`config.mk`:
```
export PLATFORM = sky130hd
export DESIGN_NAME = hazard_forward_ctrl
export DESIGN_NICKNAME = d
export VERILOG_FILES = /design/src/rtl/hazard_forward_ctrl.sv
export SDC_FILE = /design/constraint.sdc
export NUM_CORES = 1
export LEC_CHECK = 0
export CORE_UTILIZATION = 39
export CTS_CLUSTER_DIAMETER = 120
export DETAILED_ROUTE_END_ITERATION = 10
export PLACE_DENSITY = 0.69
export RECOVER_POWER = 100
export SLEW_MARGIN = 20
export SYNTH_ARGS = -nofsm -noshare
export SYNTH_HDL_FRONTEND = slang
export SYNTH_SLANG_ARGS = --single-unit
```
`constraint.sdc`:
```
create_clock -name clk -period 1.58 [get_ports clk]
set_input_delay 0.237 -clock clk [delete_from_list [all_inputs] [get_ports clk]]
set_output_delay 0.237 -clock clk [all_outputs]
set_load 0.05 [all_outputs]
```
`src/rtl/hazard_forward_ctrl.sv`:
```
// Hazard/forwarding controller beside ID: tracks EX/MEM/WB dest tags, drives EX operand and ID branch-compare muxes.
// Latency: all outputs combinational from tag registers and ID inputs; tags, mul/div counter and state update on clk.
// Backpressure: load-use or branch hazards stall ID and bubble EX; mul/div holds EX and bubbles MEM. Optional macro FWD_BRANCH_EN.
module hazard_forward_ctrl #(
    parameter int REG_ADDR_W = 4,
    parameter int MULDIV_LAT = 4
) (
    input  logic                  clk,
    input  logic                  rst,
    input  logic                  id_valid,
    input  logic [REG_ADDR_W-1:0] id_op1,
    input  logic [REG_ADDR_W-1:0] id_op2,
    input  logic                  id_use_op1,
    input  logic                  id_use_op2,
    input  logic [1:0]            id_regwrite,
    input  logic                  id_memread,
    input  logic                  id_muldiv,
    input  logic                  id_branch,
    input  logic                  id_flush,
    output logic [2:0]            forward_a,
    output logic [2:0]            forward_b,
    output logic [1:0]            forward_branch,
    output logic                  stall_id,
    output logic                  stall_ex,
    output logic                  bubble_ex,
    output logic                  bubble_mem,
    output logic                  md_busy
);

    localparam int CNT_W = (MULDIV_LAT > 1) ? $clog2(MULDIV_LAT) : 1;

    typedef enum logic {RUN, MD_BUSY} md_state_t;

    typedef struct packed {
        logic                  vld;
        logic [REG_ADDR_W-1:0] op1;
        logic [REG_ADDR_W-1:0] op2;
        logic                  use_op1;
        logic                  use_op2;
        logic [1:0]            regwrite;
        logic                  memread;
    } ex_tag_t;

    typedef struct packed {
        logic                  vld;
        logic [REG_ADDR_W-1:0] op1;
        logic [1:0]            regwrite;
        logic                  memread;
    } mem_tag_t;

    typedef struct packed {
        logic                  vld;
        logic [REG_ADDR_W-1:0] op1;
        logic [1:0]            regwrite;
    } wb_tag_t;

    ex_tag_t    ex_q;
    mem_tag_t   mem_q;
    wb_tag_t    wb_q;
    md_state_t  md_state;
    logic [CNT_W-1:0] md_cnt;

    logic ex_wr, mem_wr, wb_wr;
    logic load_use, br_stall, br_chk, ex_enter;

    always_comb begin
        ex_wr  = ex_q.vld  && (ex_q.regwrite  == 2'b11);
        mem_wr = mem_q.vld && (mem_q.regwrite == 2'b11);
        wb_wr  = wb_q.vld  && (wb_q.regwrite  == 2'b11);

        // MEM is newer than WB, so it wins when both hold the register
        forward_a = 3'b000;
        if (ex_q.vld && ex_q.use_op1) begin
            if (mem_wr && mem_q.op1 == ex_q.op1)     forward_a = mem_q.memread ? 3'b100 : 3'b001;
            else if (wb_wr && wb_q.op1 == ex_q.op1)  forward_a = 3'b010;
        end
        forward_b = 3'b000;
        if (ex_q.vld && ex_q.use_op2) begin
            if (mem_wr && mem_q.op1 == ex_q.op2)     forward_b = mem_q.memread ? 3'b100 : 3'b001;
            else if (wb_wr && wb_q.op1 == ex_q.op2)  forward_b = 3'b010;
        end

        stall_ex   = (md_state == MD_BUSY);
        bubble_mem = stall_ex;
        md_busy    = (md_cnt != '0);

        // a flushed instruction is dead and must not raise hazards
        load_use = id_valid && !id_flush && ex_wr && ex_q.memread &&
                   ((id_use_op1 && ex_q.op1 == id_op1) || (id_use_op2 && ex_q.op1 == id_op2));

        br_chk = id_valid && !id_flush && id_branch;
`ifdef FWD_BRANCH_EN
        br_stall = br_chk && ((ex_wr && ex_q.op1 == id_op1) ||
                              (mem_wr && mem_q.memread && mem_q.op1 == id_op1));
        forward_branch = 2'b00;
        if (id_valid && id_branch) begin
            if (mem_wr && !mem_q.memread && mem_q.op1 == id_op1) forward_branch = 2'b01;
            else if (wb_wr && wb_q.op1 == id_op1)                forward_branch = 2'b10;
        end
`else
        br_stall = br_chk && ((ex_wr && ex_q.op1 == id_op1) ||
                              (mem_wr && mem_q.op1 == id_op1) ||
                              (wb_wr && wb_q.op1 == id_op1));
        forward_branch = 2'b00;
`endif

        stall_id  = stall_ex || load_use || br_stall;
        bubble_ex = !rst && !stall_ex && (stall_id || id_flush);
        ex_enter  = id_valid && !id_flush && !stall_id;
    end

    always_ff @(posedge clk or posedge rst) begin
        if (rst) begin
            ex_q  <= '0;
            mem_q <= '0;
            wb_q  <= '0;
        end else begin
            wb_q.vld      <= mem_q.vld;
            wb_q.op1      <= mem_q.op1;
            wb_q.regwrite <= mem_q.regwrite;
            if (stall_ex) begin
                mem_q <= '0;
            end else begin
                mem_q.vld      <= ex_q.vld;
                mem_q.op1      <= ex_q.op1;
                mem_q.regwrite <= ex_q.regwrite;
                mem_q.memread  <= ex_q.memread;
                if (ex_enter)
                    ex_q <= '{vld: 1'b1, op1: id_op1, op2: id_op2, use_op1: id_use_op1,
                              use_op2: id_use_op2, regwrite: id_regwrite, memread: id_memread};
                else
                    ex_q <= '0;
            end
        end
    end

    // counter holds the remaining held cycles after the first EX cycle
    always_ff @(posedge clk or posedge rst) begin
        if (rst) begin
            md_state <= RUN;
            md_cnt   <= '0;
        end else begin
            case (md_state)
                RUN: begin
                    if (ex_enter && id_muldiv && (MULDIV_LAT > 1)) begin
                        md_state <= MD_BUSY;
                        md_cnt   <= CNT_W'(MULDIV_LAT - 1);
                    end
                end
                MD_BUSY: begin
                    md_cnt <= md_cnt - CNT_W'(1);
                    if (md_cnt == CNT_W'(1))
                        md_state <= RUN;
                end
                default: begin
                    md_state <= RUN;
                    md_cnt   <= '0;
                end
            endcase
        end
    end

endmodule

```
Word level (Yosys, flattened, before mapping) --
Cells that the tools add are included.
Word-level totals: input port bits 19, logic and storage cells 80, output and inout bits 13, register bits 32
Operators by class: multiplexer cells 14, bitwise gates (word level) 1, add/subtract/negate cells 1, equal/unequal tests 13, reductions and logical operators 35
Operator list (count):
- $eq A4 B4 Y1 | 8
- $logic_and A1 B1 Y1 | 24
- $mux W3 | 5
- $mux W14 | 1
- $mux W8 | 1
- $eq A2 B2 Y1 const B | 3
- $logic_or A1 B1 Y1 | 6
- $mux W2 | 3
- $logic_not A1 Y1 | 4
- $pmux W2 S2 | 1
- $eq A2 B1 Y1 const B | 1
- $mux W1 | 2
- $ne A2 B2 Y1 const B | 1
- $pmux W1 S2 | 1
- $reduce_bool A2 Y1 | 1
- $sub A2 B1 Y2 const B | 1
- $not A1 Y1 | 1

Logic depth before layout (Yosys ltp) --
Gate-level depths: netlist (run 1).
depth in word-level cells 12, depth in mapped cells 7, mapped depth without buffers 6

Worst setup path after synthesis (run 1) --
OpenSTA, ideal clock, no wires.
path type reg2out, from register md_state (netlist: bubble_mem), to output bubble_ex, path slack -606 ps, arrival 1949 ps, path buffers 1, cell stages (with the launch flop) 7, required time 1343 ps, cell sequence dfrtp_1 buf_2 inv_1 o21ai_0 nor3_2 inv_2 o211a_1
On the way: cells in the longest elaborated chain, start to end 4, elaborated cells between the ends (all ways) 6, classes of those cells reduce/logical: 6
Ends and longest elaborated chain:
- from (decl) | line 60 | md_state_t md_state;
- from (signal assigned) | line 140 | md_state <= RUN;
- from (signal assigned) | line 146 | md_state <= MD_BUSY;
- from (signal assigned) | line 153 | md_state <= RUN;
- $logic_or A1 B1 Y1 (2 in series) | line 107 | stall_id = stall_ex || load_use || br_stall;
- net stall_id | line 23 | output logic stall_id,
- $logic_or A1 B1 Y1 | line 108 | bubble_ex = !rst && !stall_ex && (stall_id || id_flush);
- $logic_and A1 B1 Y1 | line 108
- to (decl) | line 25 | output logic bubble_ex,
The timed path passes the listed nets, and every way through them passes these cells.

Worst setup path after layout (run 1) --
from register ex_q[9] in the netlist's numbering, to output bubble_ex
On the way: cells in the longest elaborated chain, start to end 8, elaborated cells between the ends (all ways) 14, classes of those cells eq/ne: 2; reduce/logical: 12
Ends and longest elaborated chain:
- from (decl) | line 57 | ex_tag_t ex_q;
- from (signal assigned) | line 129 | ex_q <= '{vld: 1'b1, op1: id_op1, op2: id_op2, use_op1: id_use_op1,
- $eq A4 B4 Y1, on equally long branches | line 89, 101
- $logic_and A1 B1 Y1, on equally long branches | line 89, 101
- $logic_or A1 B1 Y1, on equally long branches | line 89, 101
- $logic_and A1 B1 Y1 or $logic_or A1 B1 Y1 (tied branches) | line 88, 102
- $logic_or A1 B1 Y1 or $logic_and A1 B1 Y1 (tied branches) | line 107, 101
- $logic_or A1 B1 Y1 * | line 107
- $logic_or A1 B1 Y1 * | line 108
- $logic_and A1 B1 Y1 * | line 108
Mark *: on every way between the ends. The rest lies on a longest branch, timed or not.

==> results of run 1 <==
[cell usage after synthesis, types with 2 or more instances]
| master | instances | share of area (%) |
|---|---|---|
| nand3_1 | 9 | 2.7 |
| nor3_1 | 2 | 0.60 |
| buf_4 | 6 | 2.7 |
| nand2_1 | 3 | 0.68 |
| nand4_1 | 7 | 2.6 |
| and3_1 | 2 | 0.75 |
| xnor2_1 | 33 | 17 |
| o21ai_0 | 2 | 0.60 |
| clkbuf_1 | 2 | 0.45 |
| nor2b_1 | 9 | 3.4 |
| ha_1 | 2 | 1.5 |
| a32o_1 | 13 | 7.8 |
| inv_1 | 6 | 1.4 |
| dfrtp_1 | 32 | 48 |
| buf_2 | 3 | 0.90 |
| nor2_1 | 6 | 1.4 |
[stage by stage]
step,util [%],setup WS [ns]
final,66.0,-0.538
after detailed placement,59.3,-0.708
after global placement,59.3,-0.693
after floorplan,-,-0.340
after CTS,65.5,-0.541
after global routing,66.0,-0.609
[cell type report]
class / count / share of cell area, %
clock inverters: 2 / 0.374
flip-flops and latches: 32 / 30.1
well taps: 50 / 2.34
multi-input cells: 99 / 37.6
repair buffers: 68 / 25.0
clock buffers: 6 / 3.08
inverters: 7 / 1.50
[cells by family (layout without fill, tap and decap cells)]
kind of cell / Yosys count / count (layout) / synth area share (%)
AOI/OAI and AO/OA: 21 / 21 / 11.9
other: 1 / 2 / 0.226
muxes: 1 / 1 / 0.602
adders and majority gates: 2 / 2 / 1.50
xor gates and xnor gates: 33 / 33 / 17.4
and+or+nand+nor: 40 / 40 / 13.5
DFF: 32 / 32 / 48.2
buffers and inverters: 20 / 83 / 6.77
[state kept, by name, indices dropped and copies added, names as in the netlist]
signal	flops
md_cnt	2
ex_q	14
mem_q	8
bubble_mem	1
wb_q	7
[critical path, cell delays in order (launching register included)]
cell      delay (ns)
dfrtp_2         0.46
xnor2_2         0.15
nand3_1         0.11
o32ai_2         0.10
nor3_2          0.19
bufinv_8        0.21
o211a_4         0.23
buf_12          0.14
[routing by layer]
metal  routed length, um  GRT usage, %  part of all wire [%]  vias up
met5                   0             0                     0        -
met4                  87          8.51                   2.0        0
met3                 156          3.89                   3.6        9
met2                2320          38.4                    54       41
met1                1740          25.7                    41      677
li1                    -             -                     -      648
[placed cells by master (no fill, tap or decap), types with 2 or more instances in the layout]
master and instances:
nor2b_1 8, nor2_2 2, o32ai_2 2, dlygate4sd2_1 5, a32o_1 13, nor3_4 2
xnor2_1 14, clkbuf_1 3, dfrtp_2 5, dfrtp_1 27, nand3_1 7, xnor2_2 18
nand4_1 7, nor2_4 4, nand3_2 2, clkbuf_8 6, clkbuf_2 2, inv_1 5
buf_12 10, clkinv_2 2, buf_6 3, conb_1 2, buf_4 31, clkdlybuf4s50_1 11
nand2_1 3, ha_1 2
[power by group through the flow]
stage	Sequential (uW)	Combinational (uW)	Clock, uW
after floorplan	1190	960	0
after global placement	1150	1540	0
after detailed placement	1170	1590	0
after CTS	1170	1720	667
after global routing	1200	1820	702
final	1180	1700	651
[how the worst max path moves through the flow]
stage | start | end | slack, ns | cells past startpoint
CTS | ex_q[9] | bubble_ex | -0.54 | 7
detailed placement | id_op1[3] | bubble_ex | -0.71 | 9
global placement | id_flush | bubble_ex | -0.69 | 10
global route | ex_q[9] | bubble_ex | -0.61 | 7
finish | ex_q[9] | bubble_ex | -0.54 | 7
floorplan | ex_q[10] | bubble_ex | -0.34 | 7
[timing repair]
| item | CTS | global route |
|---|---|---|
| gates resized for setup | 36 | 9 |
| setup endpoints to repair | 25 | 25 |
| gates cloned | 0 | 0 |
| buffers inserted | 2 | 0 |
| pin swaps | 18 | 6 |
==> results by group, run 1 <==
Die
  • # rows: 23
  • Die extent in y: 67.3 um
  • Initial Utilization: 41.0%
  • Io pins: 32
  • Core area: 4060 um^2
  • DIE AREA: 4530 um^2
  • Die width: slightly below 70 um

Place
  • DP HPWL: 3090 um
  • Placed Cells: about 260
  • IO buf count: 29
  • Placer Congestion: 0.872
  • Placed cell area: ~2400 um^2

Setup path
  • R2R cell count: 6
  • WP data arrival: 1.88 ns
  • Critical path type: flip-flop to primary output
  • Critical path endpoint category: primary output
  • Worst EP required: ~1.3 ns
  • Worst reg-to-reg setup slack: -0.12 ns
  • R2R Path End: ex_q[8]
  • CP max FO: 4
  • Setup crit start kind: flip-flop
  • Worst r2r src: ex_q[9]

Route
  • WL per Instance: 16.3 um
  • First-pass DRT Iterations: 4
  • DRT antenna net count: 0
  • DRC Markers: 0
  • DRT iter0 DRCs: 57
  • Avg Vias per Cell: ~5.2
  • Vias: 1,375
  • Final wirelength: between 4000 and 5000 um

Synthesis
  • Ys async rst share: 100%
  • Post-synth EDFFs: 0
  • Post-Syn Instances: 150
  • Post-Syn Area: 1660 um^2
  • Cell variety after synth: 29
  • Top FF cell, synth: dfrtp_1
  • Flop and latch count out of synthesis: 32
  • Post-Syn Area per Cell: 11.1 um^2
  • Warnings from Yosys: 0
  • Seq/Total Area, Yosys: about half

Clock tree
  • CTS H-Tree Depth: 2
  • TritonCTS clock tree: yes
  • CTS sink count: 32
  • Clk Tree Root Cell: clkbuf_8
  • Reg clk slew, reported paths: 0.07 ns
  • Clk buf depth: 2
  • Clk_lat worst skew: between 0.2 and 0.3 ns
  • Cts bufs inserted: 5
  • Cts hold-fix bufs: 0

Status
  • Status: finished, violations left
  • Failing checks: setup timing

Power
  • Switching pwr: 1300 uW
  • Combinational Power Share: 48.2%
  • Leak: 0.00113 uW
  • Power Density: roughly 1300 nW/um^2
  • Sequential Power Share: 33.4%
  • Switching share of power: 36.9%
  • Clock share of power: around 18%
  • Internal power: about 2200 uW
  • Peak supply drop: 0.941 mV
  • Overall Power: 3530 uW

STA
  • Slack of the critical path: -0.538 ns
  • Fin. max-slew vios: 0
  • Tcrit/Tclk final: 134%
  • Setup-failing EPs final: 27
  • Achievable Freq: 472 MHz
  • Final hold vios: 0
  • Final min period: 2.12 ns
  • Slew @ Worst Pin: 0.800 ns
  • TNS Setup: -5.08 ns
  • Worst slew margin relative to its limit: 46.6%
  • Worst hold margin: between 0.3 and 0.4 ns
  • Clk_skew: 0.00402 ns
  • RSZ-0062 raised after global routing: true

Layout
  • Nets: ~230
  • FILL cells: about 300
  • Fraction of layout cells with a size suffix above 1: 46.3%
  • Fin cells: 264
  • Ant diodes: 0
  • Synth-to-Final Area Change: 61.0%
  • Final instance area: 2680 um^2
  • Register Area: between 800 and 900 um^2
  • Footprint of the multi-input gates: about 1000 um^2

Job
  • Max-Cap Viols: 0

Global routing
  • Antenna violations before repair: 0
  • Total track usage: between 20% and 30%
  • First-pass GRT wire length: 6980 um
  • Vias in the first global route: between 1,000 and 1,500
  • GRT overflow: 0
  • Largest net degree at the start of global routing: 33

Worst hold path
  • Hold depth: 2
  • Endpoint, Worst Hold: ex_q[8]
  • Hold Path Origin: id_op2[3]
  • Hold Path Class: input pin to flip-flop
(Power assumes the default switching activity.)
==> run 2: changes to the inputs <==
- SLEW_MARGIN: 20 -> 10
==> results of run 2 <==
Same layout as run 1: the final DEF is identical, and so are final timing and power.
==> edit: new RTL, flow settings as in run 2 <==
`REG_ADDR_W`: 4 -> 5.
--- a/src/rtl/hazard_forward_ctrl.sv
+++ b/src/rtl/hazard_forward_ctrl.sv
@@ -4,3 +4,3 @@
 module hazard_forward_ctrl #(
-    parameter int REG_ADDR_W = 4,
+    parameter int REG_ADDR_W = 5,
     parameter int MULDIV_LAT = 4
Interface: changed (resized id_op1 and id_op2); port bits go from 32 to 34. The function was not compared with the original's and may differ.
==> edit against run 2 <==
- final cell count up 42%
- wire length rose by 48%
- register-to-register slack worse by 0.30 ns
- sequential cell count is 4 higher
- worst setup slack got worse by 0.15 ns
- the run still ends with negative setup slack left
- power increased by 34%
- area after synthesis up 30%
- design area up 35%
- worst hold slack improved by 0.0033 ns
- critical path type unchanged
==> edit: results (changes against run 2) <==
status complete, but fails checks; failing checks negative setup slack; compound-cell area share of the yosys netlist 0.149 (+0.0299); All-Layer GR Usage 0.222 (+0.00605); GP Congestion 0.825 (-5.3%); fin nets 326 (+39%); Unique masters post-synth 39 (+34%); R2R Setup Slk -0.42 ns (-0.30 ns); Detailed Place HPWL 4.24 mm (+37%); dpl cell area 3120 um2 (+30%); Post-CTS Setup Bufs 6 (+4); crit path max fanout 5 (+1); Fin Setup TNS -11.93 ns (-6.85 ns); Critical R2R Capture ex_q[10]$_DFFE_PP0N_; Synth area leaders dfrtp_1 42%, xor2_1 11%, nor2b_1 4.6%; GR Util met1 0.256 (-0.000828); WHS Path Cells 0 (-2); Largest regs ex_q: 16 flops, mem_q: 9 flops, wb_q: 8 flops; Hold Path End wb_q[1]$_DFF_PP0_; first-pass GRT wire length 9.92 mm (+42%); share of cells above drive strength 1 0.480 (+0.0176); Post-Route WL 6.39 mm (+48%); grt met3 use 0.0467 (+0.00786); Placed Cells 358 (+40%); WL met2 3.32 mm (+43%); min-delay worst type flip-flop to flip-flop; sequential fraction of the synthesis area 0.417 (-0.0647); CP peak stage delay 0.44 ns (-0.02 ns); pre-CTS setup slack -0.726 ns (-0.0179 ns); fill cell count 357 (+17%); P_leak 1.77 nW (+57%); Commonest cells post-synth 36 x dfrtp_1, 28 x xor2_1, 25 x nand2_1; Worst Setup EP stall_id; worst hold start mem_q[2]$_DFF_PP0_; GRT met2 Usage 0.392 (+0.00814); crit path launch ex_q[13]$_DFFE_PP0N_; non-filler cells, final 374 (+42%); Final WS setup -0.689 ns (-0.151 ns); Peak VDD IR 1.02 mV (+8.8%); port buffer count 31 (+6.9%); Worst-Skew Late Latency 0.30 ns (+0.02 ns); setup violators final 27 (unchanged); dominant delay contributor by cell family on the critical path buffers and inverters; mux contribution to synthesized area 0 (-0.00602); final hold slack 0.372 ns (+0.00332 ns); switching share of total power 0.350 (-0.0192); DR iter-0 viols 114 (+100%); Synth Instances 208 (+39%); vias in the first global route 2,003 (+37%); met3 WL post-DR 240 um (+54%); post-synthesis xor/xnor area fraction 0.150 (-0.0238); CP arrival 2.03 ns (+0.15 ns)
-- edit: changes by cell type in the layout (fill, tap and decap cells not counted), moves of 12 or more --
cell            run 2  this run
nand2_1             3        24
a32o_1             13         0
xnor2_2            18         3
inv_1               5        17
buf_4              31        57
xor2_1              0        24
-- edit: layout make-up --
cell class | instances | area (um2) | share of cell area
multi-input cells | 141 | 1370 | 0.380
flip-flops and latches | 36 | 907 | 0.251
inverters | 17 | 63.8 | 0.0177
clock inverters | 3 | 90.1 | 0.0249
well taps | 70 | 87.6 | 0.0242
clock buffers | 5 | 68.8 | 0.0191
repair buffers | 102 | 1020 | 0.283
-- edit: power by group through the flow --
stage               logic (mW)  clock network [mW]  registers [mW]
CTS                       2.08                1.15            1.30
global route              2.40                1.19            1.34
finish                    2.26                1.15            1.31
detailed placement        1.86                   0            1.32
floorplan                 1.01                   0            1.33
global placement          1.83                   0            1.30
